File: src/rtl/ysyx_22041207_mem_arbiter_pkg.sv
// Shared encodings for the IF/MEM data-bus arbiter: FSM states, owners and access sizes.
package ysyx_22041207_mem_arbiter_pkg;

  typedef enum logic [1:0] {
    StIdle = 2'd0,
    StReq  = 2'd1,
    StRsp  = 2'd2,
    StDone = 2'd3
  } state_e;

  typedef enum logic {
    OwnerIf  = 1'b0,
    OwnerMem = 1'b1
  } owner_e;

  localparam logic [7:0] SizeB = 8'd1;
  localparam logic [7:0] SizeH = 8'd2;
  localparam logic [7:0] SizeW = 8'd4;
  localparam logic [7:0] SizeD = 8'd8;

endpackage

File: src/rtl/ysyx_22041207_mem_arbiter_rr_arb2.sv
// Two-way grant between IF and MEM; on contention a pointer decides (FAIR=1) or MEM wins (FAIR=0).
module ysyx_22041207_rr_arb2 #(
  parameter bit FAIR = 1'b1
) (
  input  logic clk,
  input  logic rst,
  input  logic req_if,
  input  logic req_mem,
  input  logic advance,
  output logic grant_if,
  output logic grant_mem
);

  logic favour_mem_q, favour_mem_d;

  always_comb begin
    grant_mem    = req_mem && (!req_if || !FAIR || favour_mem_q);
    grant_if     = req_if && !grant_mem;
    // After a grant the pointer favours whoever did not win.
    favour_mem_d = advance ? grant_if : favour_mem_q;
  end

  always_ff @(posedge clk) begin
    if (rst) begin
      favour_mem_q <= 1'b1;
    end else begin
      favour_mem_q <= favour_mem_d;
    end
  end

endmodule

File: src/rtl/ysyx_22041207_mem_arbiter.sv
// Shares one bus master port between IF (reads) and MEM (loads/stores), one transaction at a time.
module ysyx_22041207_mem_arbiter
  import ysyx_22041207_mem_arbiter_pkg::*;
#(
  parameter int unsigned AW   = 64,
  parameter int unsigned DW   = 64,
  parameter bit          FAIR = 1'b1
) (
  input  logic            clk,
  input  logic            rst,
  input  logic            if_req_valid,
  output logic            if_req_ready,
  input  logic [AW-1:0]   if_addr,
  output logic            if_rsp_valid,
  input  logic            if_rsp_ready,
  output logic [DW-1:0]   if_rdata,
  input  logic            mem_req_valid,
  output logic            mem_req_ready,
  input  logic            mem_req_wr,
  input  logic [AW-1:0]   mem_addr,
  input  logic [7:0]      mem_size,
  input  logic [DW-1:0]   mem_wdata,
  input  logic [DW/8-1:0] mem_wmask,
  output logic            mem_rsp_valid,
  input  logic            mem_rsp_ready,
  output logic [DW-1:0]   mem_rdata,
  output logic            bus_req_valid,
  input  logic            bus_req_ready,
  output logic            bus_req_wr,
  output logic [AW-1:0]   bus_addr,
  output logic [7:0]      bus_size,
  output logic [DW-1:0]   bus_wdata,
  output logic [DW/8-1:0] bus_wmask,
  input  logic            bus_rsp_valid,
  output logic            bus_rsp_ready,
  input  logic [DW-1:0]   bus_rdata
);

  state_e          state_q, state_d;
  owner_e          owner_q, owner_d;
  logic            wr_q, wr_d;
  logic [AW-1:0]   addr_q, addr_d;
  logic [7:0]      size_q, size_d;
  logic [DW-1:0]   wdata_q, wdata_d;
  logic [DW/8-1:0] wmask_q, wmask_d;
  logic [DW-1:0]   rdata_q, rdata_d;

  logic grant_if, grant_mem;
  logic idle, accept, owner_rsp_ready;

  // Ready is gated by rst so nothing is accepted in a cycle the reset will discard.
  assign idle   = (state_q == StIdle) && !rst;
  assign accept = idle && (grant_if || grant_mem);

  ysyx_22041207_rr_arb2 #(
    .FAIR (FAIR)
  ) u_rr_arb2 (
    .clk       (clk),
    .rst       (rst),
    .req_if    (if_req_valid),
    .req_mem   (mem_req_valid),
    .advance   (accept),
    .grant_if  (grant_if),
    .grant_mem (grant_mem)
  );

  assign owner_rsp_ready = (owner_q == OwnerMem) ? mem_rsp_ready : if_rsp_ready;

  always_comb begin
    state_d = state_q;
    owner_d = owner_q;
    wr_d    = wr_q;
    addr_d  = addr_q;
    size_d  = size_q;
    wdata_d = wdata_q;
    wmask_d = wmask_q;
    rdata_d = rdata_q;
    case (state_q)
      StIdle: begin
        if (accept) begin
          state_d = StReq;
          if (grant_mem) begin
            owner_d = OwnerMem;
            wr_d    = mem_req_wr;
            addr_d  = mem_addr;
            size_d  = mem_size;
            wdata_d = mem_wdata;
            wmask_d = mem_req_wr ? mem_wmask : '0;
          end else begin
            owner_d = OwnerIf;
            wr_d    = 1'b0;
            addr_d  = if_addr;
            size_d  = SizeW;
            wdata_d = '0;
            wmask_d = '0;
          end
        end
      end
      StReq: begin
        if (bus_req_ready) state_d = StRsp;
      end
      StRsp: begin
        if (bus_rsp_valid) begin
          rdata_d = wr_q ? '0 : bus_rdata;
          state_d = StDone;
        end
      end
      StDone: begin
        if (owner_rsp_ready) state_d = StIdle;
      end
      default: state_d = StIdle;
    endcase
  end

  always_ff @(posedge clk) begin
    if (rst) begin
      state_q <= StIdle;
      owner_q <= OwnerIf;
      wr_q    <= 1'b0;
      addr_q  <= '0;
      size_q  <= '0;
      wdata_q <= '0;
      wmask_q <= '0;
      rdata_q <= '0;
    end else begin
      state_q <= state_d;
      owner_q <= owner_d;
      wr_q    <= wr_d;
      addr_q  <= addr_d;
      size_q  <= size_d;
      wdata_q <= wdata_d;
      wmask_q <= wmask_d;
      rdata_q <= rdata_d;
    end
  end

  assign if_req_ready  = idle && grant_if;
  assign mem_req_ready = idle && grant_mem;

  assign bus_req_valid = (state_q == StReq);
  assign bus_req_wr    = wr_q;
  assign bus_addr      = addr_q;
  assign bus_size      = size_q;
  assign bus_wdata     = wdata_q;
  assign bus_wmask     = wmask_q;
  assign bus_rsp_ready = (state_q == StRsp);

  assign if_rsp_valid  = (state_q == StDone) && (owner_q == OwnerIf);
  assign mem_rsp_valid = (state_q == StDone) && (owner_q == OwnerMem);
  assign if_rdata      = rdata_q;
  assign mem_rdata     = rdata_q;

endmodule
File: config.mk
export PLATFORM = sky130hd
export DESIGN_NAME = ysyx_22041207_mem_arbiter
export DESIGN_NICKNAME = d
export VERILOG_FILES = /design/src/rtl/ysyx_22041207_mem_arbiter_pkg.sv /design/src/rtl/ysyx_22041207_mem_arbiter_rr_arb2.sv /design/src/rtl/ysyx_22041207_mem_arbiter.sv
export SDC_FILE = /design/constraint.sdc
export NUM_CORES = 1
export LEC_CHECK = 0
export BUFFER_PORTS_ARGS = -buffer_cell sky130_fd_sc_hd__buf_2
export CAP_MARGIN = 5
export CORE_AREA = 2 2 218 220
export DETAILED_ROUTE_END_ITERATION = 6
export DIE_AREA = 0 0 220 222
export HOLD_SLACK_MARGIN = 0.06
export PLACE_DENSITY = 0.4
export SYNTH_ARGS = -nofsm -noshare
export SYNTH_HDL_FRONTEND = slang
export SYNTH_SLANG_ARGS = --single-unit
File: constraint.sdc
create_clock -name clk -period 3.4 [get_ports clk]
set_input_delay 0 -clock clk [delete_from_list [all_inputs] [get_ports clk]]
set_output_delay 0 -clock clk [all_outputs]
set_load 0.005 [all_outputs]
==> After elaboration in Yosys (flattened, before gate mapping) <==
Index checks and enable logic that the tools add are counted.
{ "word_totals": {"wordCells": 48, "inputBits": 281, "out_inout_bits": 279, "ff_bits": 213} }
{ "classes": {"n_reduce_logical": 17, "bitwise": 1, "eq_ne": 7, "mux": 14} }
{ "ops": {"columns": ["operator", "n"], "rows": [
  ["2-to-1 mux 64 bit", 3],
  ["2-to-1 mux 8 bit", 3],
  ["logical AND 1 bit", 8],
  ["2-to-1 mux 2 bit", 4],
  ["case mux 2 bit (4 select lines)", 1],
  ["== test 2 bit (second input constant)", 2],
  ["inequality test 2 x 1 -> 1 bit (second input constant)", 2],
  ["inequality test 2 bit (second input constant)", 2],
  ["AND reduction 2 bit", 2],
  ["AND reduction 4 bit", 1],
  ["zero test 1 bit", 3],
  ["2-to-1 mux 1 bit", 3],
  ["== test 2 x 1 -> 1 bit (second input constant)", 1],
  ["zero test 2 bit", 1],
  ["logical OR 1 bit", 2],
  ["NOT 1 bit", 1]
]} }

==> Logic depth before layout (Yosys ltp) <==
Gate-level depths: netlist (run 1).
{ "logic_depth": {"word_depth": 9, "depth_mapped": 8, "ltp_nobuf": 6} }

==> Modules after synthesis <==
From an unflattened synthesis (run 1), not the netlist that was laid out.
{ "hier_totals": {"cells_unflattened": 940, "area_unflattened_um2": 8907.3} }
{ "by_module_without_submodules": {"columns": ["module", "cells_each", "area_each_um2", "instances", "seq_area_each_um2"], "rows": [
  ["ysyx_22041207_mem_arbiter", 934, 8853.5, 1, 4244.1],
  ["ysyx_22041207_rr_arb2", 6, 53.8, 1, 20.0]
]} }

==> Worst setup path before layout (run 1) <==
Ideal clock, no wire load.
{ "synth_path": {"kind": "reg-to-reg", "from": "reg state_q[0]", "to": "reg rdata_q[19] (netlist: if_rdata[19])", "period_less_slack_ns": 1.629, "n_path_buf": 2, "setup_slack_ns": 1.771, "path_stages_with_launch": 9, "arrival_ns": 1.501, "required_time_ns": 3.272, "cell_sequence": "dfxtp_1 > inv_1 > ha_1 > nand2_1 > clkbuf_1 > clkbuf_1 > nor3b_1 > a21oi_1 > nor2_1"} }
{ "synth_between": {"elab_chain_cells": 2} }
{ "synth_lines": {"columns": ["item", "line_no", "text"], "rows": [
  ["start: declaration", "ysyx_22041207_mem_arbiter.sv:39", "state_e state_q, state_d;"],
  ["start signal: assignment", "ysyx_22041207_mem_arbiter.sv:117", "state_q <= StIdle;"],
  ["start signal: assignment", "ysyx_22041207_mem_arbiter.sv:126", "state_q <= state_d;"],
  ["== test 2 bit", null, null],
  ["named net bus_rsp_ready", "ysyx_22041207_mem_arbiter.sv:35", "output logic bus_rsp_ready,"],
  ["AND reduction 2 bit (no source line)", null, null],
  ["end signal: assignment", "ysyx_22041207_mem_arbiter.sv:133", "rdata_q <= rdata_d;"],
  ["end: declaration", "ysyx_22041207_mem_arbiter.sv:46", "logic [DW-1:0] rdata_q, rdata_d;"]
]} }
The timed path passes the listed nets, and every way through them passes these cells.
A chain may end at the register's enable or synchronous reset.

==> Worst setup path after layout (run 1) <==
{ "layout_path": {"from": "reg u_rr_arb2.favour_mem_q", "to": "reg addr_q[48] (netlist: bus_addr[48])"} }
{ "layout_between": {"elab_chain_cells": 7, "elab_cells_between_ends": 8} }
{ "layout_lines": {"columns": ["item", "line_no", "text"], "rows": [
  ["start: declaration", "ysyx_22041207_mem_arbiter_rr_arb2.sv:14", "logic favour_mem_q, favour_mem_d;"],
  ["start signal: assignment", "ysyx_22041207_mem_arbiter_rr_arb2.sv:27", "favour_mem_q <= favour_mem_d;"],
  ["logical OR 1 bit *", "ysyx_22041207_mem_arbiter_rr_arb2.sv:17", "grant_mem = req_mem && (!req_if || !FAIR || favour_mem_q);"],
  ["logical AND 1 bit *", "ysyx_22041207_mem_arbiter_rr_arb2.sv:17", null],
  ["zero test 1 bit", "ysyx_22041207_mem_arbiter_rr_arb2.sv:18", "grant_if = req_if && !grant_mem;"],
  ["logical AND 1 bit", "ysyx_22041207_mem_arbiter_rr_arb2.sv:18", null],
  ["logical OR 1 bit", "ysyx_22041207_mem_arbiter.sv:53", "assign accept = idle && (grant_if || grant_mem);"],
  ["logical AND 1 bit", "ysyx_22041207_mem_arbiter.sv:53", null],
  ["AND reduction 2 bit (no source line)", null, null],
  ["end signal: assignment", "ysyx_22041207_mem_arbiter.sv:129", "addr_q <= addr_d;"],
  ["end: declaration", "ysyx_22041207_mem_arbiter.sv:42", "logic [AW-1:0] addr_q, addr_d;"]
]} }
Mark *: on every way between the ends. The rest lies on a longest branch, timed or not.

==> results_dict.tcl, run 1 <==
set metrics [dict create \
    ys_top_cells_by_count "dfxtp_1, nor2_1, a22oi_1, a21oi_1, buf_4" \
    gp_congestion 0.728 \
    wirelength_um 35300 \
    cts_buffers 27 \
    drc 0 \
    dieArea_um2 48800 \
    rsz0062_at_grt "no" \
    ys_ff_latch 213 \
    num_io_pins 560 \
    multi_input_area_um2 3810 \
    cp_slowest_cell "o21ai_4" \
    ant_nets 0 \
    fmax_mhz 323 \
    synth-edff-count 0 \
    grt_max_degree 173 \
    tightestPinTransition_ns 1.33 \
    status "completed" \
    worstHoldPathType "input pin to flop" \
    layout.nets 2008 \
    cts_tree "done" \
    max_stage_delay_ns 0.77 \
    power_density_nw_per_um2 550 \
    wl_per_cell_um 15.0 \
    endpoint_kind "flop" \
    synth_top_family_by_area "compound AO/OA/AOI/OAI gates" \
    yosysTopAreaCellShare 0.477 \
    drive_above_1_share 0.392 \
    antenna_found_initial 4 \
    row_count 79 \
    synthAdderAreaFrac 0.00560 \
    numPortBuffers 559 \
    maxSlewViolCount 0 \
    initial_utilization 0.193 \
    cp-start-kind "flop" \
    overflow 0 \
    path_cells "o21ai_4 > buf_4 > mux2i_1 > dlygate4sd3_1 > a211oi_2 > dlygate4sd3_1" \
    cp.required_ns 3.82 \
    crit_buf_inv 3 \
    post-dp-hpwl_um 24000 \
    nFillCells 4783 \
    synth_xor_area_frac 0 \
    ys_async_sr_fraction 0 \
    cp_top_family "buffers and inverters" \
    syn_nets 1226 \
    reg2reg_from "u_rr_arb2.favour_mem_q" \
    worst_ep_arrival_time_ns 3.51 \
    ys.flop_type "dfxtp_1" \
    dr.pass1.iters 4 \
    crit_type "flop to flop" \
    crit_top_cell "dlygate4sd3_1" \
    area_growth_pct 78.9 \
    post-synth-top-count-cell "dfxtp_1" \
    yosys.area_share.simple 0.148 \
    cts-htree-levels 1 \
    synth_warnings 0 \
    core_area_um2 46300 \
    syn_avg_cell_area_um2 9.51 \
    synthMuxAreaShare 0.0727 \
    grt_pass1_wl_um 52300 \
    post-synth-top-area-cell "dfxtp_1" \
    instances_no_fill 2351 \
    vias_per_cell 4.11 \
    fp.dieH_um 222 \
    placedCellCount 1978 \
    seq_area_um2 4270 \
    leakage_nw 7.56 \
    chipWidth_um 220 \
    slew_headroom 0.116 \
    synth_compound_area_frac 0.196 \
    hold_viol 0 \
    synthCells 941 \
    postCtsSetupBuffers 0 \
    clockBufferDepth 3 \
    min_from "mem_req_valid" \
    ir_worst_vdd_mv 0.353 \
    tns_ns 0 \
    synth.cell_area_um2 8940 \
    crit_start "u_rr_arb2.favour_mem_q" \
    path_max_fanout 23 \
    num_vias 9659 \
    clock_sinks 213 \
    cts-root-buf "clkbuf_16" \
    synth.area.top_cells "dfxtp_1, nor2_1, mux2i_1" \
    min_period_ns 3.09 \
    grt_pass1_vias 9767 \
    clk-insertion-delay-late_ns 0.56 \
    track_usage 0.134 \
    clk_pin_slew_worst_paths_ns 0.06 \
    synth_cell_types 31 \
    fin_crit_sh 0.910 \
    clock_skew_ns 0.0200 \
    finalSetupViolCount 0 \
    ys_seq_area_frac 0.477 \
    drt_iter0_markers 306 \
    maxCapViolCount 0 \
]
repair_timing:
action	in CTS	in global routing
hold buffers	323	0
hold endpoints to repair	212	0
gates resized for setup	0	0
layout make-up:
type	count	share of cell area
clock buffer	41	0.0511
sequential	213	0.267
multi-input combinational	573	0.238
antenna	1	0.000156
inverter	7	0.00164
timing repair buffer	901	0.390
clock inverter	8	0.00469
tap	607	0.0475
kinds of logic (layout without fill, tap and decap cells):
logic type               Yosys count  count (layout)
AO/OA/AOI/OAI                    222             222
adder cells (fa/ha/maj)            4               4
buffers and inverters            155             957
flip-flops                       213             213
multiplexers                      65              65
other                              0               1
AND/OR/NAND/NOR                  282             282
metal layers:
layer | track usage | routed length, um | up-vias
li1 | - | - | 4798
met4 | 0.0420 | 1070 | 6
met1 | 0.154 | 14700 | 4447
met3 | 0.0359 | 2620 | 71
met2 | 0.240 | 16900 | 337
met5 | 0 | 36 | -
state kept, by name, summed over array words and instances, names as in the netlist:
| signal | flops |
|---|---|
| bus_req_wr | 1 |
| state_q | 2 |
| if_rdata | 64 |
| bus_wdata | 64 |
| bus_addr | 64 |
| bus_size | 8 |
| bus_wmask | 8 |
| u_rr_arb2.favour_mem_q | 1 |
| owner_q | 1 |
power breakdown:
| group | internal (mW) | switching [mW] |
|---|---|---|
| clock | 1.73 | 1.15 |
| sequential | 2.90 | 0.250 |
| combinational | 1.41 | 1.35 |
| total | 6.03 | 2.76 |
tightest hold or removal path, delay by kind of cell:
| kind | cells | cell delay [ns] |
|---|---|---|
| AOI/OAI and AO/OA | 2 | 0.44 |
| buffers and inverters | 1 | 0.15 |
final timing paths:
| path | to | depth (start not counted) | slack (ns) |
|---|---|---|---|
| worst max-delay path | bus_addr[48] | 6 | 0.31 |
| worst min-delay path | bus_size[2] | 3 | 0.09 |
| worst max register to register | bus_addr[48] | 6 | 0.31 |
| worst min register to register | bus_wdata[32] | 2 | 0.49 |
metrics by stage:
step	power, mW	setup slack (ns)	utilization	area (um^2)	hold WS [ns]
after floorplan	4.58	1.77	-	8940	0.129
after global placement	5.49	1.17	0.257	11900	0.240
after detailed placement	5.51	1.09	0.257	11900	0.253
after CTS	8.95	0.241	0.346	16000	0.0645
after global routing	9.35	0.176	0.346	16000	0.0891
final	8.79	0.307	0.346	16000	0.0940
placed cells by master (no fill, tap or decap), types with 4 or more instances in the layout:
master / count
buf_2: 558
dlygate4sd3_1: 323
dfxtp_1: 212
nor2_1: 210
a22oi_1: 72
a21oi_1: 69
mux2i_1: 65
nor3b_1: 64
a211oi_2: 49
clkbuf_16: 27
a211oi_1: 16
buf_4: 14
clkbuf_8: 10
a32oi_1: 8
inv_1: 6
clkbuf_1: 5
buf_12: 5
ha_1: 4
clkinv_2: 4
Note: power is estimated with default switching activity, not from simulation.
==> run 2: changes to the inputs <==
--- a/config.mk
+++ b/config.mk
@@ -12,6 +12,7 @@
 export DIE_AREA = 0 0 220 222
 export HOLD_SLACK_MARGIN = 0.06
 export PLACE_DENSITY = 0.4
+export RECOVER_POWER = 100
 export SYNTH_ARGS = -nofsm -noshare
 export SYNTH_HDL_FRONTEND = slang
 export SYNTH_SLANG_ARGS = --single-unit
==> results_dict.tcl, run 2 (same netlist as run 1, synthesis figures left out) <==
set metrics [dict create \
    cts_tree "done" \
    ant_nets 0 \
    worst_slack_ns 0.339 \
    antenna_found_initial 4 \
    finalSetupViolCount 0 \
    clk-insertion-delay-late_ns 0.55 \
    drt_iter0_markers 320 \
    tightestPinTransition_ns 1.70 \
    grt_max_degree 173 \
    cp-endpoint "bus_addr[30]" \
    row_count 79 \
    hold_buffers 323 \
    post-dp-hpwl_um 24000 \
    dpl_worst_slack_ns 1.09 \
    clockBufferDepth 3 \
    hold_viol 0 \
    wirelength_um 35600 \
    maxSlewViolCount 36 \
    dr.pass1.iters 4 \
    tns_ns 0 \
    ir_worst_vdd_mv 0.333 \
    dieArea_um2 48800 \
    area_growth_pct 74.1 \
    grt_pass1_wl_um 52300 \
    drc 0 \
    layout.nets 2008 \
    postCtsSetupBuffers 0 \
    num_vias 9659 \
    core_area_um2 46300 \
    status "complete, but fails checks" \
    clock_sinks 213 \
    worstHoldPathType "input pin to flop" \
    path_max_fanout 23 \
    wl_per_cell_um 15.1 \
    cp.required_ns 3.82 \
    leakage_nw 6.83 \
    seq_area_um2 4260 \
    multi_input_area_um2 3640 \
    vias_per_cell 4.11 \
    layout_common_cells "buf_2, dlygate4sd3_1, dfxtp_1, nor2_1, clkbuf_1" \
    violations "max-capacitance violations, max-slew violations" \
    track_usage 0.134 \
    final_util 0.337 \
    endpoint_kind "flop" \
    overflow 0 \
    clock_skew_ns 0.0200 \
    dpl_cell_area_um2 11900 \
    mostFrequentLayoutCell "buf_2" \
    power_density_nw_per_um2 553 \
    ff2ff_path_depth 6 \
    crit_type "flop to flop" \
    crit_start "u_rr_arb2.favour_mem_q" \
    min_period_ns 3.06 \
    cp-start-kind "flop" \
    reg2reg_from "u_rr_arb2.favour_mem_q" \
    nFillCells 4899 \
    reg2reg_slack_ns 0.34 \
    cts-htree-levels 1 \
    worst_ep_arrival_time_ns 3.49 \
    grt_pass1_vias 9767 \
    cts_buffers 27 \
    gp_congestion 0.728 \
    fmax_mhz 327 \
    numPortBuffers 559 \
    final_area_um2 15600 \
    cts-root-buf "clkbuf_16" \
    rsz0062_at_grt "no" \
    whs_ns 0.151 \
    slew_headroom -0.135 \
    initial_utilization 0.193 \
    fp.dieH_um 222 \
    num_io_pins 560 \
    chipWidth_um 220 \
    drive_above_1_share 0.275 \
    cts_resized 0 \
    maxCapViolCount 1 \
    fin_crit_sh 0.900 \
    clk_pin_slew_worst_paths_ns 0.06 \
    rr_endpoint "bus_addr[30]" \
]
## run 2: worst max-delay path: stages, from the launching register on
cell           delay (ns)
dfxtp_1              0.35
o21ai_4              0.73
clkbuf_1             0.33
mux2i_1              0.27
dlygate4sd3_1        0.60
a211oi_1             0.07
dlygate4sd3_1        0.57
## run 2: power breakdown
| group | internal, mW | switching (mW) |
|---|---|---|
| Clock | 1.73 | 1.16 |
| Sequential | 2.90 | 0.258 |
| Combinational | 1.27 | 1.31 |
| Total | 5.90 | 2.72 |
## run 2: layout make-up
class                           instances  share of cell area
Inverter                                7             0.00169
Sequential cell                       213               0.274
Antenna cell                            1            0.000161
Clock inverter                          8             0.00482
Timing Repair Buffer                  901               0.384
Tap cell                              607              0.0488
Multi-Input combinational cell        573               0.234
Clock buffer                           41              0.0525
## run 2: layer usage
| metal | GRT usage | wire [um] | vias up |
|---|---|---|---|
| met5 | 0 | 42 | - |
| met4 | 0.0420 | 1040 | 6 |
| met3 | 0.0359 | 2550 | 72 |
| met2 | 0.240 | 17100 | 327 |
| met1 | 0.154 | 14800 | 4454 |
| li1 | - | - | 4800 |
## run 2: worst min path at each step
stage                  endpoint          start  depth (start not counted)  slack, ns
detailed placement  bus_size[2]    mem_size[2]                          3       0.25
finish               state_q[0]  mem_req_valid                          5       0.15
global placement    bus_size[2]    mem_size[2]                          3       0.24
floorplan           bus_size[2]    mem_size[2]                          2       0.13
CTS                 bus_size[2]  mem_req_valid                          3       0.06
global route         state_q[0]  mem_req_valid                          5       0.20
## run 2: stage by stage
stage	std cells	power (mW)
floorplan	941	4.58
global placement	1978	5.49
detailed placement	1978	5.51
CTS	2350	8.95
global route	2351	9.17
finish	2351	8.61
==> run 3: changes to the inputs <==
--- a/config.mk
+++ b/config.mk
@@ -5,11 +5,12 @@
 export SDC_FILE = /design/constraint.sdc
 export NUM_CORES = 1
 export LEC_CHECK = 0
+export ABC_AREA = 1
 export BUFFER_PORTS_ARGS = -buffer_cell sky130_fd_sc_hd__buf_2
 export CAP_MARGIN = 5
-export CORE_AREA = 2 2 218 220
+export CORE_AREA = 2 2 220 222
 export DETAILED_ROUTE_END_ITERATION = 6
-export DIE_AREA = 0 0 220 222
+export DIE_AREA = 0 0 222 224
 export HOLD_SLACK_MARGIN = 0.06
 export PLACE_DENSITY = 0.4
 export RECOVER_POWER = 100
==> results_dict.tcl, run 3 <==
set metrics [dict create \
    status "complete, but fails checks" \
    violations "max-capacitance violations, max-slew violations" \
    max_stage_delay_ns 1.12 \
    dieArea_um2 49700 \
    chipWidth_um 222 \
    maxCapViolCount 1 \
    grt_max_degree 89 \
    worstHoldPathType "input pin to flop" \
    drc 0 \
    antenna_found_initial 4 \
    mostFrequentLayoutCell "nand2_1" \
    wl_per_cell_um 14.3 \
    ir_worst_vdd_mv 0.338 \
    fmax_mhz 335 \
    numPortBuffers 559 \
    rsz0062_at_grt "no" \
    finalSetupViolCount 0 \
    ys_ff_latch 213 \
    cp_slowest_cell "inv_1" \
    grt_pass1_vias 11356 \
    tns_ns 0 \
    cts_tree "done" \
    drt_iter0_markers 455 \
    track_usage 0.150 \
    path_max_fanout 48 \
    area_growth_pct 77.4 \
    ys.flop_type "dfxtp_1" \
    crit_type "flop to flop" \
    clk_pin_slew_worst_paths_ns 0.06 \
    post-dp-hpwl_um 26500 \
    power_mw 8.60 \
    dpl_cell_area_um2 11900 \
    synth.cell_area_um2 9070 \
    layout.nets 2383 \
    layout_common_cells "nand2_1, buf_2, dlygate4sd3_1, dfxtp_1, clkbuf_1" \
    post-synth-top-count-cell "nand2_1" \
    power_density_nw_per_um2 535 \
    synth_cell_types 18 \
    crit_top_cell "inv_1" \
    tightestPinTransition_ns 1.57 \
    slew_headroom -0.0458 \
    synth_warnings 0 \
    num_io_pins 560 \
    hold_viol 0 \
    vias_per_cell 4.07 \
    syn_avg_cell_area_um2 6.99 \
    path_cells "inv_1 > ha_1 > nand2_1 > inv_1 > clkbuf_2 > nand3_1 > a21oi_1" \
    initial_utilization 0.192 \
    synth.area.top_cells "dfxtp_1, nand2_1, a21oi_1" \
    clk-insertion-delay-late_ns 0.56 \
    worst_ep_arrival_time_ns 3.47 \
    instances_no_fill 2734 \
    synthCells 1298 \
    ys_top_cells_by_count "nand2_1, dfxtp_1, a21oi_1, nand3_1, nor2_1" \
    syn_nets 1583 \
    cts_buffers 27 \
    row_count 80 \
    placedCellCount 2336 \
    yosysTopAreaCellShare 0.470 \
    leakage_nw 7.28 \
    drive_above_1_share 0.215 \
    core_area_um2 47300 \
    gp_congestion 0.769 \
    endpoint_kind "flop" \
    clockBufferDepth 3 \
    overflow 0 \
    num_vias 11116 \
    cts-root-buf "clkbuf_16" \
    fp.dieH_um 224 \
    clock_skew_ns 0.0208 \
    ys_seq_area_frac 0.470 \
    cp-start-kind "flop" \
    post-synth-top-area-cell "dfxtp_1" \
    synth-edff-count 0 \
    clock_sinks 213 \
    grt_pass1_wl_um 60200 \
    ant_nets 0 \
    nFillCells 5175 \
    postCtsSetupBuffers 0 \
    min_period_ns 2.99 \
    fin_crit_sh 0.878 \
    cts-htree-levels 1 \
    cp.required_ns 3.88 \
    maxSlewViolCount 49 \
    wirelength_um 39200 \
    ys_async_sr_fraction 0 \
    final_area_um2 16100 \
    dr.pass1.iters 4 \
]
==> run 3: cell types whose count changed in the layout (fill, tap and decap cells not counted), moves of 65 or more <==
cell / delta
mux2i_1: -65
inv_1: +72
nand3_1: +139
nand2_1: +421
a21oi_1: +76
nor2_1: -75
a22oi_1: -72
==> run 3: area by class of cell <==
cell class	instances	area, um^2	area share
Timing Repair Buffer	921	6210	0.386
Sequential cell	213	4260	0.265
Multi-Input combinational cell	852	3620	0.225
Clock buffer	40	825	0.0512
Tap cell	615	769	0.0478
Inverter	83	312	0.0194
Clock inverter	8	87.6	0.00544
Antenna cell	2	5.00	0.000311
==> run 3: metal layers <==
layer	global-route usage	share of wire	up-vias
met1	0.165	0.41	5035
met2	0.274	0.49	392
met5	0	0.00069	-
met4	0.0580	0.033	4
met3	0.0397	0.070	78
li1	-	-	5607
==> run 3: worst max-delay path: cells and delay by family (launching register included) <==
family / cells / cell delay [ns]
buf+inv: 3 / 1.74
simple gates: 2 / 0.29
fa+ha+maj: 1 / 0.33
flops: 1 / 0.33
compound gates: 1 / 0.16
==> run 3: logic make-up after synthesis <==
kind of cell / synth area share
and+or+nand+nor: 0.311
buffers and inverters: 0.131
DFF: 0.470
AOI/OAI and AO/OA: 0.0823
adders and majority gates: 0.00552
==> run 3: power breakdown <==
part,internal [mW],switching [mW]
Sequential,2.88,0.237
Clock,1.75,1.17
Combinational,1.21,1.35
Total,5.84,2.76
==> run 3: final timing paths <==
path / start / end / slack [ns] / cells past startpoint
hold reg to reg: bus_wdata[48] / bus_wdata[48] / 0.46 / 2
hold / removal: if_rsp_ready / state_q[1] / 0.11 / 7
setup / recovery: state_q[0] / if_rdata[61] / 0.41 / 7
setup reg to reg: state_q[0] / if_rdata[61] / 0.41 / 7
==> run 3: what timing repair did <==
item,CTS,global route
setup endpoints to repair,0,1
endpoints found under the hold margin,213,0
hold buffers,349,0
gates resized for setup,0,1
==> run 3: through the flow <==
step                 util  setup WS (ns)  hold WS, ns
floorplan               -           1.96        0.119
global placement    0.252           1.04        0.213
detailed placement  0.252           1.06        0.240
CTS                 0.345         0.0682        0.147
global route        0.340          0.116        0.160
finish              0.340          0.413        0.106
